**src/rtl/dfd_frame_request_sequencer.sv**
```systemverilog
// Round-robin request slot for the frame filler, with a flush sequencer that drains the slot
// and issues flush packets until the filler closes the frame or the packet budget runs out.
module dfd_frame_request_sequencer #(
    parameter int NUM_REQ               = 4,
    parameter int PACKET_WIDTH_IN_BYTES = 10,
    parameter int FLUSH_PKT_BYTES       = 2,
    parameter int FLUSH_MAX_PKTS        = 64,
    localparam int PW                   = $clog2(PACKET_WIDTH_IN_BYTES)
) (
    input  logic                        clock,
    input  logic                        reset,
    input  logic [NUM_REQ-1:0]          req_valid,
    input  logic [NUM_REQ*(PW+1)-1:0]   req_bytes,
    output logic [NUM_REQ-1:0]          req_grant,
    output logic [PW:0]                 request_packet_space_in_bytes,
    output logic                        request_is_flush,
    input  logic                        requested_packet_space_granted_from_accumulator,
    input  logic                        flush_req,
    output logic                        flush_mode_enable,
    input  logic                        flush_mode_exit,
    output logic                        flush_busy,
    output logic                        flush_done,
    output logic                        flush_timeout
);

    localparam int BW = PW + 1;
    localparam int RW = (NUM_REQ > 1) ? $clog2(NUM_REQ) : 1;
    localparam int CW = $clog2(FLUSH_MAX_PKTS + 1);
    localparam logic [BW-1:0] FLUSH_BYTES = BW'(FLUSH_PKT_BYTES);
    localparam logic [CW-1:0] CNT_MAX     = CW'(FLUSH_MAX_PKTS);
    localparam logic [RW:0]   NR_WIDE     = (RW+1)'(NUM_REQ);
    localparam logic [RW-1:0] RR_LAST     = RW'(NUM_REQ - 1);

    typedef enum logic [2:0] {
        ST_ARB   = 3'd0,
        ST_DRAIN = 3'd1,
        ST_FILL  = 3'd2,
        ST_WAIT  = 3'd3,
        ST_DONE  = 3'd4,
        ST_ABORT = 3'd5
    } state_t;

    state_t          state_r;
    state_t          state_next_s;
    logic [BW-1:0]   slot_bytes_r;
    logic            slot_flush_r;
    logic [RW-1:0]   rr_ptr_r;
    logic [CW-1:0]   flush_cnt_r;
    logic            flush_en_r;
    logic            flush_busy_r;
    logic            flush_done_r;
    logic            flush_timeout_r;

    logic [BW-1:0]   bytes_s [NUM_REQ];
    logic [NUM_REQ-1:0] eligible_s;
    logic [RW-1:0]   winner_s;
    logic            found_s;
    logic            acc_take_s;
    logic            slot_free_s;
    logic            load_s;
    logic            enter_fill_s;
    logic [RW-1:0]   rr_next_s;

    // Unpack source sizes and flag sources that have a non-empty packet pending
    always_comb begin
        eligible_s = '0;
        for (int i = 0; i < NUM_REQ; i++) begin
            bytes_s[i]    = req_bytes[i*BW +: BW];
            eligible_s[i] = req_valid[i] && (bytes_s[i] != '0);
        end
    end

    // Round-robin search starting at rr_ptr_r
    always_comb begin
        logic [RW:0]   sum_v;
        logic [RW-1:0] idx_v;
        logic          take_v;
        found_s  = 1'b0;
        winner_s = '0;
        sum_v    = '0;
        idx_v    = '0;
        take_v   = 1'b0;
        for (int k = 0; k < NUM_REQ; k++) begin
            sum_v    = {1'b0, rr_ptr_r} + (RW+1)'(k);
            idx_v    = (sum_v >= NR_WIDE) ? RW'(sum_v - NR_WIDE) : RW'(sum_v);
            take_v   = !found_s && eligible_s[idx_v];
            winner_s = take_v ? idx_v : winner_s;
            found_s  = found_s | take_v;
        end
    end

    // An accumulator grant only counts when the slot actually holds something
    assign acc_take_s   = requested_packet_space_granted_from_accumulator && (slot_bytes_r != '0);
    assign slot_free_s  = (slot_bytes_r == '0) || acc_take_s;
    assign load_s       = !reset && (state_r == ST_ARB) && !flush_req && slot_free_s && found_s;
    assign enter_fill_s = (state_next_s == ST_FILL) && (state_r != ST_FILL);
    assign rr_next_s    = (winner_s == RR_LAST) ? '0 : winner_s + RW'(1);

    // One-hot pop pulse to the winning source in the cycle it is captured
    always_comb begin
        req_grant = '0;
        for (int i = 0; i < NUM_REQ; i++) begin
            req_grant[i] = load_s && (winner_s == RW'(i));
        end
    end

    // Flush sequencer next-state decode
    always_comb begin
        state_next_s = state_r;
        case (state_r)
            ST_ARB:   state_next_s = flush_req   ? ST_DRAIN : ST_ARB;
            ST_DRAIN: state_next_s = slot_free_s ? ST_FILL  : ST_DRAIN;
            ST_FILL:  state_next_s = acc_take_s  ? ST_WAIT  : ST_FILL;
            ST_WAIT: begin
                // The bubble here gives the filler's exit flag time to catch up with the last grant
                if (flush_mode_exit) begin
                    state_next_s = ST_DONE;
                end else if (flush_cnt_r == CNT_MAX) begin
                    state_next_s = ST_ABORT;
                end else begin
                    state_next_s = ST_FILL;
                end
            end
            ST_DONE:  state_next_s = ST_ARB;
            ST_ABORT: state_next_s = ST_ARB;
            default:  state_next_s = ST_ARB;
        endcase
    end

    // State, request slot, round-robin pointer, flush counter and registered status outputs
    always_ff @(posedge clock) begin
        if (reset) begin
            state_r         <= ST_ARB;
            slot_bytes_r    <= '0;
            slot_flush_r    <= 1'b0;
            rr_ptr_r        <= '0;
            flush_cnt_r     <= '0;
            flush_en_r      <= 1'b0;
            flush_busy_r    <= 1'b0;
            flush_done_r    <= 1'b0;
            flush_timeout_r <= 1'b0;
        end else begin
            state_r         <= state_next_s;
            flush_en_r      <= (state_next_s == ST_DRAIN) || (state_next_s == ST_FILL) ||
                               (state_next_s == ST_WAIT);
            flush_busy_r    <= (state_next_s != ST_ARB);
            flush_done_r    <= (state_next_s == ST_DONE);
            flush_timeout_r <= (state_next_s == ST_ABORT);

            if (enter_fill_s) begin
                slot_bytes_r <= FLUSH_BYTES;
                slot_flush_r <= 1'b1;
            end else if (load_s) begin
                slot_bytes_r <= bytes_s[winner_s];
                slot_flush_r <= 1'b0;
            end else if (acc_take_s) begin
                slot_bytes_r <= '0;
                slot_flush_r <= 1'b0;
            end

            if (load_s) begin
                rr_ptr_r <= rr_next_s;
            end

            if ((state_r == ST_DONE) || (state_r == ST_ABORT)) begin
                flush_cnt_r <= '0;
            end else if ((state_r == ST_FILL) && acc_take_s && (flush_cnt_r != CNT_MAX)) begin
                flush_cnt_r <= flush_cnt_r + CW'(1);
            end
        end
    end

    assign request_packet_space_in_bytes = slot_bytes_r;
    assign request_is_flush              = slot_flush_r;
    assign flush_mode_enable             = flush_en_r;
    assign flush_busy                    = flush_busy_r;
    assign flush_done                    = flush_done_r;
    assign flush_timeout                 = flush_timeout_r;

    dfd_frame_request_sequencer_chk #(
        .NUM_REQ               (NUM_REQ),
        .PACKET_WIDTH_IN_BYTES (PACKET_WIDTH_IN_BYTES),
        .BW                    (BW)
    ) u_chk (
        .clock      (clock),
        .reset      (reset),
        .req_valid  (req_valid),
        .req_bytes  (req_bytes),
        .slot_bytes (slot_bytes_r),
        .acc_grant  (requested_packet_space_granted_from_accumulator)
    );

endmodule

// Interface-legality checks: no accumulator grant on an empty slot, no oversize packet requests.
module dfd_frame_request_sequencer_chk #(
    parameter int NUM_REQ               = 4,
    parameter int PACKET_WIDTH_IN_BYTES = 10,
    parameter int BW                    = 5
) (
    input logic                    clock,
    input logic                    reset,
    input logic [NUM_REQ-1:0]      req_valid,
    input logic [NUM_REQ*BW-1:0]   req_bytes,
    input logic [BW-1:0]           slot_bytes,
    input logic                    acc_grant
);

    a_grant_on_full_slot: assert property (@(posedge clock) disable iff (reset)
        acc_grant |-> (slot_bytes != '0));

    for (genvar i = 0; i < NUM_REQ; i++) begin : g_size
        a_size_legal: assert property (@(posedge clock) disable iff (reset)
            req_valid[i] |-> (req_bytes[i*BW +: BW] <= BW'(PACKET_WIDTH_IN_BYTES)));
    end

endmodule

```
**config.mk**
```make
export PLATFORM = sky130hd
export DESIGN_NAME = dfd_frame_request_sequencer
export DESIGN_NICKNAME = d
export VERILOG_FILES = /design/src/rtl/dfd_frame_request_sequencer.sv
export SDC_FILE = /design/constraint.sdc
export NUM_CORES = 1
export LEC_CHECK = 0
export CAP_MARGIN = 20
export CORE_UTILIZATION = 43
export CTS_CLUSTER_DIAMETER = 120
export DETAILED_ROUTE_END_ITERATION = 8
export PLACE_DENSITY_LB_ADDON = 0.05
export SLEW_MARGIN = 30
export SYNTH_ARGS = -nofsm -noshare
export SYNTH_HDL_FRONTEND = slang
export SYNTH_SLANG_ARGS = --single-unit
```
**constraint.sdc**
```tcl
create_clock -name clock -period 3.3 [get_ports clock]
set_input_delay 0.66 -clock clock [delete_from_list [all_inputs] [get_ports clock]]
set_output_delay 0.66 -clock clock [all_outputs]
set_load 0.01 [all_outputs]
```
======== After elaboration in Yosys (flattened, before gate mapping) ========
Index checks and enable logic that the tools add are counted.
word-level totals
  word-level logic and storage cells ...... 121
  output and inout port bits .............. 14
  bits of input ports ..................... 29
  bits in registers ....................... 22
cells by class
  magnitude comparators ................... 9
  reductions and logical operators ........ 41
  add/sub/neg operators ................... 9
  bitwise gates (word level) .............. 4
  muxes and demuxes ....................... 32
  equal/unequal tests ..................... 16
operators by type and width
  operator                                                    number
  nonzero test 5 bit                                          5
  two-way mux 2 bit                                           11
  two-way mux 5 bit                                           4
  logical AND 1 bit                                           19
  == test 3 x 2 -> 1 bit, second input constant               4
  == test 3 bit, second input constant                        4
  greater-or-equal comparator 3 bit, second input constant    4
  less-than comparator 2 x 3 -> 1 bit, second input constant  4
  one-hot mux 3 bit (4 select lines)                          1
  binary-select mux 5 bit (select 2 bit)                      1
  two-way mux 1 bit                                           9
  binary-select mux 1 bit (select 2 bit)                      4
  subtractor 2 x 1 -> 2 bit, second input constant            4
  adder 7 x 1 -> 7 bit, second input constant                 1
  == test 7 bit, second input constant                        1
  != test 7 bit, second input constant                        1
  adder 2 x 2 -> 3 bit, second input constant                 2
  == test 3 x 1 -> 1 bit, second input constant               2
  two-way mux 3 bit                                           2
  nonzero test 3 bit                                          2
  logical NOT 1 bit                                           5
  logical NOT 5 bit                                           1
  == test 2 bit, second input constant                        2
  logical OR 1 bit                                            4
  other kinds (11)                                            14

======== Depth between registers and ports, before layout ========
  word-level depth ........................ 19
  depth in mapped cells ................... 7

======== Worst setup path after synthesis ========
No wires, ideal clock.
  kind .................................... input-to-output
  start point ............................. in req_bytes[1]
  end point ............................... out req_grant[1]
  data arrival time ....................... 2.379 ns
  stages .................................. 7
  required time ........................... 2.640 ns
  slack ................................... 0.261 ns
  path through ............................ or4_4 -> o2111a_1 -> o31a_4 -> nor2_8 -> inv_1 -> ha_1 -> and2_1
on the way
  longest elaborated chain between the ends .. 15
  elaborated cells on any way between the ends .. 26
  those cells by class .................... eq/ne (1); mux (12); bitwise (3); reduce/logical (10)
RTL lines
  item                                                                RTL line  source
  from (decl)                                                         13        input logic [NUM_REQ*(PW+1)-1:0] req_bytes,
  nonzero test 5 bit (*)                                              69        eligible_s[i] = req_valid[i] && (bytes_s[i] != '0);
  logical AND 1 bit (*)                                               69
  binary-select mux 1 bit (select 2 bit)                              86        take_v = !found_s && eligible_s[idx_v];
  two-way mux 1 bit (implied by the code)                             86
  logical NOT 1 bit                                                   86
  logical AND 1 bit                                                   86
  OR 1 bit                                                            88        found_s = found_s | take_v;
  logical NOT 1 bit                                                   86
  logical AND 1 bit                                                   86
  OR 1 bit                                                            88
  logical NOT 1 bit                                                   86
  logical AND 1 bit                                                   86
  two-way mux 2 bit / OR 1 bit (equally long branches)                87, 88
  == test 2 x 1 -> 1 bit / logical AND 1 bit (equally long branches)  103, 95
  logical AND 1 bit (*)                                               103       req_grant[i] = load_s && (winner_s == RW'(i));
  to (decl)                                                           14        output logic [NUM_REQ-1:0] req_grant,
Mark *: on every way between the ends. The rest lies on a longest branch, timed or not. The select of a mux whose other input is x is not followed.

======== Worst setup path in the final report ========
  start point ............................. in req_bytes[17]
  end point ............................... out req_grant[3]
on the way
  longest elaborated chain between the ends .. 15
  elaborated cells on any way between the ends .. 26
  those cells by class .................... eq/ne (1); mux (12); bitwise (3); reduce/logical (10)
RTL lines
  item                                                       RTL line
  nonzero test 5 bit (*)                                     69
  logical AND 1 bit (*)                                      69
  binary-select mux 1 bit (select 2 bit)                     86
  two-way mux 1 bit (implied by the code)                    86
  logical NOT 1 bit                                          86
  logical AND 1 bit                                          86
  OR 1 bit                                                   88
  logical NOT 1 bit                                          86
  logical AND 1 bit                                          86
  OR 1 bit                                                   88
  logical NOT 1 bit                                          86
  logical AND 1 bit                                          86
  two-way mux 2 bit / OR 1 bit (equally long branches)       87, 88
  == test 2 bit / logical AND 1 bit (equally long branches)  103, 95
  logical AND 1 bit (*)                                      103
Marked as above.

==> out/results.tsv <==
stage	metric	value	unit
power	worst IR drop on VDD	0.382	mV
grt	largest net degree at the start of global routing	14	
cts	clock sink total	22	
detailed_routing	detailed-route wire length per cell	14.2	um
cts	Max clock buf depth	2	
placed_design	# port buffers	42	
cts	H-Tree Depth	1	
timing	Post-Route Hold Slack	528	ps
cts	hold bufs inserted after CTS	0	
setup_path	Startpoint Class	primary input	
final_layout	Antenna Diode Count	0	
timing	final worst path period need	3270	ps
floorplanning	total number of placement rows	20	
floorplanning	area of the core	3080	um^2
timing	Max-Slew Margin vs Limit	58.2	%
cts	clock tree from TritonCTS	done	
cts	library cell used as clock root buffer	clkbuf_4	
setup_path	arrival time of data at the critical path endpoint	2610	ps
floorplanning	horizontal die dimension	59.0	um
floorplanning	total die area	3480	um^2
grt	vias in the first global route	1378	
floorplanning	initial core utilization	45.4	%
setup_path	maximum fanout along the worst path	3	
outcome	result of the run	finished clean	
grt	total gr overflow	0	
detailed_routing	Via Count	1427	
hold_path	path category of the worst min-delay check	flop to flop	
grt	number of antenna violations at the first check in global routing	0	
timing	Worst Tran Pin Value	624	ps
timing	achievable frequency	306	MHz
cts	Clock Latency Late Sink	310	ps
setup_path	required time of the critical path	2640	ps
final_layout	final instance area	2090	um^2
synthesis	number of synthesized flops with an enable pin	0	
setup_path	Critical Path End Type	primary output	
placed_design	estimated wirelength of the detail-placed design	3.03	mm
synthesis	top cell type by total area after synthesis	dfxtp_1	
detailed_routing	drt initial violations	46	
power	power per cell area	377	nW/um^2
timing	total setup violations reported at the end of the flow	0	
synthesis	combined area of all synthesized cells	1400	um^2
final_layout	fin nets	259	
grt	first-pass GRT wire length	6.22	mm
final_layout	share of post-route cells with drive strength above 1	28.7	%
cts	clock-pin slew of the registers on the worst-case setup and hold paths	120	ps
timing	ratio of final minimum period to clock period	99.0	%
floorplanning	io pins	43	
synthesis	library cell with the highest instance count after synthesis	dfxtp_1	
final_layout	growth of design area from synthesis to finish	49.8	%
detailed_routing	aggregate routed wire length	3.79	mm
detailed_routing	drt via density	5.34	
placed_design	routability congestion estimate	0.857	
flow_run	number of max-cap violations	0	
synthesis	nets in the synthesized netlist	186	
cts	number of CTS-inserted buffers	3	
setup_path	startpoint-to-endpoint class of the critical path	primary input to primary output	
floorplanning	Die Y-Extent	59.0	um
synthesis	fraction of synthesis flops using an asynchronous set or reset pin	0	%
detailed_routing	final antenna-violating net count	0	
synthesis	Synth warnings	0	
timing	final slew viol count	0	
timing	count of endpoints failing hold in the final timing report	0	
synthesis	average footprint of a synthesized cell	9.25	um^2
synthesis	top flip-flop cell by instance count after synthesis	dfxtp_1	
grt	aggregate global-route resource usage	23.6	%
timing	Fin Clk Skew	10.1	ps
synthesis	sequential area share after synthesis	31.5	%
placed_design	placed inst area	2020	um^2
power	Pleak	0.859	nW
detailed_routing	first-pass iteration count of the detailed router	4	
synthesis	register bit count reported by yosys	22	
synthesis	cells after synthesis	151	
synthesis	Area contributors post-synth	dfxtp_1, ha_1, nor2_1	
synthesis	distinct cell type count of the synthesized netlist	50	
synthesis	proportion of netlist area held by the largest area contributor	31.5	%
synthesis	Post-synth top cells	dfxtp_1, nor2_1, inv_1	
detailed_routing	post-detailed-route DRC marker count	0	
[path summary, 6_finish.rpt]
kind	endpoint	slack [ps]	from	cells past startpoint
setup / recovery	req_grant[3]	30	req_bytes[17]	9
hold / removal	request_is_flush$_SDFFE_PP0P_	530	request_is_flush$_SDFFE_PP0P_	2
setup reg to reg	request_packet_space_in_bytes[2]$_SDFFE_PP0P_	1000	flush_cnt_r[0]$_SDFFE_PP0P_	7
hold reg to reg	request_is_flush$_SDFFE_PP0P_	530	request_is_flush$_SDFFE_PP0P_	2
[worst max-delay path: stages]
cell and delay [ps]:
dlygate4sd2_1 250, or4_4 530, o21a_1 220, o221ai_2 260, a21oi_4 110, buf_6 140, ha_1 180, and2_1 130
buf_2 130
[per-layer routing]
layer | track usage [%] | up-vias | routed length (um)
li1 | - | 718 | -
met1 | 31.7 | 664 | 1760
met2 | 39.8 | 41 | 1830
met3 | 5.24 | 4 | 180
met4 | 2.72 | 0 | 21
met5 | 0 | - | 0
[kinds of logic (layout without fill, tap and decap cells)]
group | count (synthesis) | in the layout | share of synthesized area (%)
buf+inv | 12 | 84 | 3.23
xor+xnor | 6 | 6 | 3.76
mux | 6 | 6 | 5.56
fa+ha+maj | 6 | 6 | 5.38
compound gates | 47 | 47 | 27.7
flops | 22 | 22 | 31.5
simple gates | 52 | 52 | 22.9
[power breakdown]
group / internal (mW) / switching (mW) / total (mW) / leakage, nW
Combinational: 0.142 / 0.134 / 0.276 / 0.652
Clock: 0.123 / 0.0794 / 0.202 / 0.0279
Sequential: 0.289 / 0.0206 / 0.309 / 0.179
Total: 0.554 / 0.234 / 0.788 / 0.859
[placed cells by master, fill, tap and decap left out, types with 5 or more instances in the layout]
cell type        count
buf_4               24
dfxtp_1             22
clkdlybuf4s50_1     22
nor2_1              13
inv_1                9
dlygate4sd2_1        8
o21ai_0              7
nand2_1              6
a211oi_1             6
and2_1               5
clkbuf_2             5
[state kept, by name, indices dropped and copies added, names as in the netlist]
signal / cells
state_r: 3
request_packet_space_in_bytes: 5
rr_ptr_r: 2
request_is_flush: 1
flush_timeout: 1
flush_busy: 1
flush_mode_enable: 1
flush_done: 1
flush_cnt_r: 7
[metrics by stage]
stage               TNS (ps)  setup slack [ps]  instances  util [%]  total power, mW
floorplan                  0               261        151         -            0.451
global placement       -2370              -600        256      65.6            0.578
detailed placement     -2620              -644        256      65.6            0.585
CTS                        0              12.5        263      67.6            0.795
global route           -4.70             -2.61        267      68.0            0.836
finish                     0              33.4        267      68.0            0.788
[final cells by class]
class	count	area [um^2]
Clock inverter	1	30.0
Timing Repair Buffer	69	579
Inverter	11	41.3
Fill cell	289	986
Clock buffer	3	22.5
Multi-Input combinational cell	117	923
Tap cell	44	55.1
Sequential cell	22	440
[what timing repair did]
action                     in CTS  in global routing
gates cloned                    0                  0
gates resized for setup        45                  9
setup endpoints to repair       4                  4
pin swaps                      12                 12
buffers inserted                3                  4
Power figures use the tool's default switching activity.
